--- src/rtl/vram_pkg.sv ---
// vram_pkg: shared widths and arbiter state encoding for the VRAM arbiter slice.
package vram_pkg;

  localparam int unsigned VRAM_AW = 15;
  localparam int unsigned VRAM_DW = 8;

  typedef enum logic [1:0] {
    IDLE    = 2'd0,
    RD_WAIT = 2'd1,
    ACK     = 2'd2
  } arb_state_t;

endpackage

--- src/rtl/vram_vid_pipe.sv ---
// vram_vid_pipe: two-stage delay line for scanout reads. A read granted in
// cycle t lands in vid_dout at the end of t+1 and is flagged by vid_valid in
// t+2; a read dropped in cycle t is flagged by vid_miss in t+2 instead.
module vram_vid_pipe
  import vram_pkg::*;
#(
  parameter int unsigned DW = VRAM_DW
) (
  input  logic          clk,
  input  logic          reset_n,
  input  logic          grant_vid,
  input  logic          drop_vid,
  input  logic [DW-1:0] ram_dout,
  output logic [DW-1:0] vid_dout,
  output logic          vid_valid,
  output logic          vid_miss
);

  logic rd_pend;
  logic miss_pend;

  // Track in-flight reads/drops and capture RAM data one cycle after the grant
  always_ff @(posedge clk or negedge reset_n) begin
    if (!reset_n) begin
      rd_pend   <= 1'b0;
      miss_pend <= 1'b0;
      vid_valid <= 1'b0;
      vid_miss  <= 1'b0;
      vid_dout  <= '0;
    end else begin
      rd_pend   <= grant_vid;
      miss_pend <= drop_vid;
      vid_valid <= rd_pend;
      vid_miss  <= miss_pend;
      if (rd_pend) begin
        vid_dout <= ram_dout;
      end
    end
  end

endmodule

--- src/rtl/vram_arbiter.sv ---
// vram_arbiter: shares one single-port, 1-cycle-latency VRAM between scanout
// fetch (fixed-slot reads, priority) and the 68k bus bridge (req/ack access).
// Optional starvation guard enabled by defining VRAM_STARVE_GUARD_EN: after
// MAX_WAIT refused cycles the CPU wins and the colliding video read is dropped.
module vram_arbiter
  import vram_pkg::*;
#(
  parameter int unsigned AW       = VRAM_AW,
  parameter int unsigned DW       = VRAM_DW,
  parameter int unsigned MAX_WAIT = 8,
  parameter int unsigned STALL_W  = 16
) (
  input  logic               clk,
  input  logic               reset_n,
  input  logic               vid_req,
  input  logic [AW-1:0]      vid_addr,
  output logic [DW-1:0]      vid_dout,
  output logic               vid_valid,
  output logic               vid_miss,
  input  logic               cpu_req,
  input  logic               cpu_we,
  input  logic [AW-1:0]      cpu_addr,
  input  logic [DW-1:0]      cpu_din,
  output logic [DW-1:0]      cpu_dout,
  output logic               cpu_ack,
  output logic [STALL_W-1:0] cpu_stall,
  output logic [AW-1:0]      ram_addr,
  output logic               ram_we,
  output logic [DW-1:0]      ram_din,
  input  logic [DW-1:0]      ram_dout
);

  arb_state_t state;
  arb_state_t state_nxt;

  logic grant_cpu_c;
  logic grant_vid_c;
  logic guard_fire_c;
  logic drop_vid_c;
  logic cpu_refused_c;

`ifdef VRAM_STARVE_GUARD_EN
  localparam int unsigned WAIT_W = $clog2(MAX_WAIT + 1);

  logic [WAIT_W-1:0] wait_cnt;

  // Count refused IDLE cycles up to MAX_WAIT; a CPU grant restarts the count
  always_ff @(posedge clk or negedge reset_n) begin
    if (!reset_n) begin
      wait_cnt <= '0;
    end else if (grant_cpu_c) begin
      wait_cnt <= '0;
    end else if (cpu_refused_c && (wait_cnt != WAIT_W'(MAX_WAIT))) begin
      wait_cnt <= wait_cnt + WAIT_W'(1);
    end
  end

  assign guard_fire_c = (wait_cnt == WAIT_W'(MAX_WAIT));
  assign drop_vid_c   = vid_req & grant_cpu_c;
`else
  localparam int unsigned unused_max_wait = MAX_WAIT;

  assign guard_fire_c = 1'b0;
  assign drop_vid_c   = 1'b0;
`endif

  // State register
  always_ff @(posedge clk or negedge reset_n) begin
    if (!reset_n) begin
      state <= IDLE;
    end else begin
      state <= state_nxt;
    end
  end

  // Grant decision, next state and RAM port mux
  always_comb begin
    state_nxt     = state;
    grant_cpu_c   = 1'b0;
    grant_vid_c   = 1'b0;
    cpu_refused_c = 1'b0;
    ram_addr      = vid_addr;
    ram_we        = 1'b0;
    ram_din       = '0;

    if ((state == IDLE) && cpu_req && (!vid_req || guard_fire_c)) begin
      grant_cpu_c = 1'b1;
    end
    cpu_refused_c = (state == IDLE) && cpu_req && !grant_cpu_c;
    grant_vid_c   = vid_req && !grant_cpu_c;

    case (state)
      IDLE: begin
        if (grant_cpu_c) begin
          state_nxt = cpu_we ? ACK : RD_WAIT;
        end
      end
      RD_WAIT: state_nxt = ACK;
      ACK:     state_nxt = IDLE;
      default: state_nxt = IDLE;
    endcase

    if (grant_cpu_c) begin
      ram_addr = cpu_addr;
      ram_we   = cpu_we;
      ram_din  = cpu_din;
    end
  end

  assign cpu_ack = (state == ACK);

  // CPU read data arrives the cycle after its grant, i.e. while in RD_WAIT
  always_ff @(posedge clk or negedge reset_n) begin
    if (!reset_n) begin
      cpu_dout <= '0;
    end else if (state == RD_WAIT) begin
      cpu_dout <= ram_dout;
    end
  end

  // Saturating count of cycles the CPU request was refused
  always_ff @(posedge clk or negedge reset_n) begin
    if (!reset_n) begin
      cpu_stall <= '0;
    end else if (cpu_refused_c && (cpu_stall != {STALL_W{1'b1}})) begin
      cpu_stall <= cpu_stall + STALL_W'(1);
    end
  end

  vram_vid_pipe #(
    .DW (DW)
  ) u_vid_pipe (
    .clk       (clk),
    .reset_n   (reset_n),
    .grant_vid (grant_vid_c),
    .drop_vid  (drop_vid_c),
    .ram_dout  (ram_dout),
    .vid_dout  (vid_dout),
    .vid_valid (vid_valid),
    .vid_miss  (vid_miss)
  );

endmodule
--- config.mk ---
export PLATFORM = sky130hd
export DESIGN_NAME = vram_arbiter
export DESIGN_NICKNAME = d
export VERILOG_FILES = /design/src/rtl/vram_pkg.sv /design/src/rtl/vram_vid_pipe.sv /design/src/rtl/vram_arbiter.sv
export SDC_FILE = /design/constraint.sdc
export NUM_CORES = 1
export LEC_CHECK = 0
export ABC_AREA = 1
export ABC_CLOCK_PERIOD_IN_PS = 1600
export CELL_PAD_IN_SITES_DETAIL_PLACEMENT = 0
export CELL_PAD_IN_SITES_GLOBAL_PLACEMENT = 1
export CORE_MARGIN = 2
export CORE_UTILIZATION = 23
export DETAILED_ROUTE_END_ITERATION = 16
export HOLD_SLACK_MARGIN = 0.08
export PLACE_DENSITY = 0.76
export SKIP_CTS_REPAIR_TIMING = 1
export SYNTH_ARGS = -nofsm -noshare
export SYNTH_HDL_FRONTEND = slang
export SYNTH_SLANG_ARGS = --single-unit
--- constraint.sdc ---
create_clock -name clk -period 1.6 [get_ports clk]
set_clock_uncertainty 0.15 [all_clocks]
set_input_delay 0.32 -clock clk [delete_from_list [all_inputs] [get_ports clk]]
set_output_delay 0.32 -clock clk [all_outputs]
set_load 0.005 [all_outputs]
# After elaboration in Yosys (flattened, before gate mapping)
# Cells that the tools add are included.
# classes
addsub,1
eq_ne,4
muxes,7
n_reduce_logical,8
# ops
cell,n
adder 16 x 1 -> 16 bit (second input constant),1
inequality test 16 bit (second input constant),1
2-to-1 mux 15 bit,1
2-to-1 mux 8 bit,1
logical AND 1 bit,5
2-to-1 mux 2 bit,2
one-hot mux 2 bit (2 select lines),1
equality test 2 x 1 -> 1 bit (second input constant),1
equality test 2 bit (second input constant),1
zero test 1 bit,2
zero test 2 bit,1
2-to-1 mux 1 bit,2
inequality test 2 bit (second input constant),1
# totals
ff_bits,36
inputBits,51
out_inout_bits,59
word_cells,26

# Depth between registers and ports, before layout
# depth
word_depth,7
depth_mapped,9
mapped_depth_nobuf,8

# Modules after synthesis
# From an unflattened synthesis, not the netlist that was laid out.
# unflattened
hier_cells,286
hier_area_um2,2090.8
# by_module_without_submodules
mod,instances,cells_each,area_each_um2,seq_area_each_um2
vram_arbiter,1,248,1685.4,650.6
vram_vid_pipe,1,38,405.4,300.3

# Worst setup path after synthesis
# OpenSTA, ideal clock, no wires.
# synth_path
path_type,register to register
from,register cpu_stall[0]
to,register cpu_stall[3]
setup_time_ns,0.065
t_arrival_ns,1.443
required_ns,1.385
path_slack_ns,-0.058
path_stages_with_launch,10
n_path_buf,1
synth_period_minus_slack_ns,1.658
path_cell_list,dfrtp_1 -> ha_1 -> nand3_2 -> clkinv_2 -> nand3_4 -> nor2_2 -> nor2_2 -> buf_4 -> nand2_1 -> nand2_1
# synth_via
elab_chain_cells,2
elab_cells_between_ends,3
classes_between,add/sub: 1; eq/ne: 1; reduce/logical: 1
# synth_rtl
element,line,source
"start, declared",vram_arbiter.sv:26,"output logic [STALL_W-1:0] cpu_stall,"
"start signal, assigned",vram_arbiter.sv:126,cpu_stall <= cpu_stall + STALL_W'(1);
branches (longest 2 deep; another with adder 16 x 1 -> 16 bit),--,
# Several ways; the timed one is not identified.
# A chain may end at the register's enable or synchronous reset.

# Worst setup path in the final report
# layout_path
from,register state[0]
to,output ram_addr[9]
# layout_via
elab_chain_cells,5
# layout_rtl
element,line,source
"start, declared",vram_arbiter.sv:33,arb_state_t state;
"start signal, assigned",vram_arbiter.sv:72,state <= state_nxt;
zero test 2 bit,vram_arbiter.sv:86,if ((state == IDLE) && cpu_req && (!vid_req || guard_fire_c)) begin
logical AND 1 bit (2 in series),vram_arbiter.sv:86,
2-to-1 mux 1 bit,vram_arbiter.sv:86,
2-to-1 mux 15 bit,vram_arbiter.sv:103,if (grant_cpu_c) begin
"end, declared",vram_arbiter.sv:27,"output logic [AW-1:0] ram_addr,"
# No other way between the ends.

==> flow_summary.ini <==
[drt]
drt_iter0_markers = 28
ant_nets = 0
drt-pass1-iter-count = 4
routedWlPerCell_um = 10.9
wl_um = 6020
drc = 0
vias = 2257
detail_route.vias_per_cell = 4.10

[worst_hold_path]
worstHoldPathCells = 2
min_to = cpu_dout[7]
min_path_type = reg -> reg
hp-start = cpu_dout[7]

[critical_path]
critPathMaxStageDelay_ns = 0.39
cp_top_family = simple AND/OR/NAND/NOR gates
startpoint_type = flop
timing.rr.start = cpu_stall[0]
slowest_stage = dfrtp_1
crit_start = state[0]
cp.required_ns = 1.13
crit_top_cell = nand2_1
crit_chain = nor2_2, nand2_2, nor2_4, inv_2, buf_12, nand2_1, nand2_1, dlymetal6s2s_1
critPathBufInv = 3
cp.arrival_ns = 1.53
end_kind = output port
r2r_slack_ns = 0.04
r2r-end = cpu_stall[11]
reg2reg_depth = 9
path_max_fanout = 19
worstSetupPathType = reg -> out

[synthesis]
ys_types = 23
synthesis.nets = 339
syn-cell-area_um2 = 2010
avgSynthCellArea_um2 = 6.99
ys_ff_latch = 36
yosysSeqAreaShare_pct = 44.9
synth_cells = 287
yosysTopAreaCell = dfrtp_1
yosys_warnings = 0
synth_top_area_share_pct = 44.9
synth_area_leaders = dfrtp_1, nand2_1, nor2_1

[place]
hpwl_um = 4500
place_congestion = 0.800
portBuffers = 108

[timing]
finalHoldViolations = 0
min_period_ns = 2.00
relSlewSlack_pct = 64.3
period_share_pct = 125
tightest_slew_ns = 0.536
setup_viol = 24
max_clock_freq_mhz = 500
rsz0062_at_grt = yes
drv_slew = 0
timing.setup.tns_ns = -8.64
whs_ns = 0.332
fin_ws_ns = -0.400

[global_routing]
track_usage_pct = 12.8
grt_overflow_total = 0
antenna_found_initial = 0
grt_pass1_vias = 2158
grt_max_degree = 37
grt_pass1_wl_um = 10000

[cts]
cts_made_buffers = 5
clock_latency_ns = 0.29
ctsRootBufferMaster = clkbuf_8
clk_path_buf_depth = 2
cts_tree = done
htree_levels = 2
clk_pin_slew_ns = 0.07
clock_sinks = 36

[power]
power_leakage_nw = 2.33
power_mw = 2.84
vdd.ir_drop.worst_mv = 0.335
p_per_area_nw_per_um2 = 740

[floorplanning]
placeableCoreArea_um2 = 8590
die_w_um = 97.4
row_count = 34
die_h_um = 97.4
start_util_pct = 23.3
dieArea_um2 = 9480
design.portCount = 110

[layout]
fin_nets = 493
antenna_cells = 0
layout-drive-gt1-share_pct = 28.3
num-fill-cells = 903
seqCellArea_um2 = 908
area_growth_pct = 91.2
multi_input_area_um2 = 1090

[status]
status = finished, violations left
violations = negative setup slack

[flow_run]
timing.max_cap.violations = 0
==> layout make-up <==
class                      instances  area share [%]
multi-input combinational        212            28.4
tap                              108            3.52
timing repair buffer             157            39.1
clock buffer                       7            2.25
inverter                          29            2.90
sequential                        36            23.7
clock inverter                     1           0.196
==> registers in the layout, summed over array words and instances, names as in the netlist <==
register	cells
cpu_dout	8
cpu_stall	16
state	2
u_vid_pipe.rd_pend	1
u_vid_pipe.vid_dout	8
u_vid_pipe.vid_valid	1
==> worst register-to-register path: cells and delay by family, from the launching register on <==
family	cells	cell delay, ns
DFF	1	0.42
and+or+nand+nor	6	0.48
adders and majority gates	1	0.18
buffers and inverters	2	0.22
==> per-stage QoR <==
stage / setup WS (ns) / instances / utilization (%) / instance area (µm²)
floorplan: 0.0123 / 287 / - / 2030
global placement: -0.693 / 518 / 39.5 / 3400
detailed placement: -0.718 / 518 / 39.5 / 3400
CTS: -0.788 / 526 / 40.6 / 3490
global route: -0.524 / 550 / 44.6 / 3830
finish: -0.400 / 550 / 44.6 / 3830
==> power by group <==
group | internal [mW] | switching, mW
clock | 0.350 | 0.339
combinational | 0.606 | 0.407
sequential | 1.03 | 0.102
total | 1.99 | 0.848
==> synthesized netlist by cell type (all sizes together) <==
cell,number
a21oi,9
buf,4
clkbuf,6
clkinv,1
conb,1
dfrtp,36
ha,1
inv,28
nand2,129
nand3,9
nand4,6
nor2,39
o21ai,10
xnor2,4
xor2,4
==> cell usage in the layout (no fill, tap or decap) <==
cell | synthesis | routed
nand3_2 | 1 | 2
clkinvlp_4 | 0 | 1
clkbuf_1 | 6 | 1
clkbuf_2 | 0 | 12
buf_4 | 2 | 42
nand2_2 | 0 | 18
clkbuf_8 | 0 | 6
conb_1 | 1 | 1
nand4_1 | 6 | 6
buf_6 | 1 | 5
nor2_4 | 1 | 7
buf_2 | 1 | 7
nand3_1 | 7 | 5
buf_8 | 0 | 1
xnor2_1 | 4 | 3
o21ai_1 | 0 | 1
dfrtp_2 | 0 | 6
xnor2_2 | 0 | 1
a21oi_1 | 9 | 9
inv_4 | 0 | 1
nand2_1 | 129 | 109
nor2_1 | 34 | 26
dlymetal6s2s_1 | 0 | 38
inv_1 | 27 | 26
dfrtp_1 | 36 | 30
inv_2 | 1 | 2
xor2_1 | 4 | 4
o21ai_0 | 9 | 8
nor2_2 | 4 | 6
nand3_4 | 1 | 2
o21ai_4 | 1 | 1
buf_12 | 0 | 2
clkdlybuf4s50_1 | 0 | 49
ha_4 | 0 | 1
nand2_4 | 0 | 2
dlygate4sd3_1 | 0 | 1
==> kinds of logic after synthesis <==
| family | synth area share [%] |
|---|---|
| buf+inv | 8.17 |
| compound gates | 5.30 |
| simple gates | 37.3 |
| fa+ha+maj | 0.624 |
| xor+xnor | 3.49 |
| other cells | 0.187 |
| flops | 44.9 |
==> routing by layer <==
layer / track usage [%] / wire (µm)
met5: 0 / 0
met4: 2.24 / 31
met1: 15.9 / 2560
met2: 20.6 / 2840
met3: 5.90 / 585
==> worst max path at each step <==
stage	to	cells after the start
after detailed placement	ram_din[3]	7
after global placement	ram_din[2]	7
after CTS	ram_din[3]	7
after floorplan	ram_addr[10]	7
after global routing	ram_addr[9]	8
final	ram_addr[9]	8
Power figures use the tool's default switching activity.
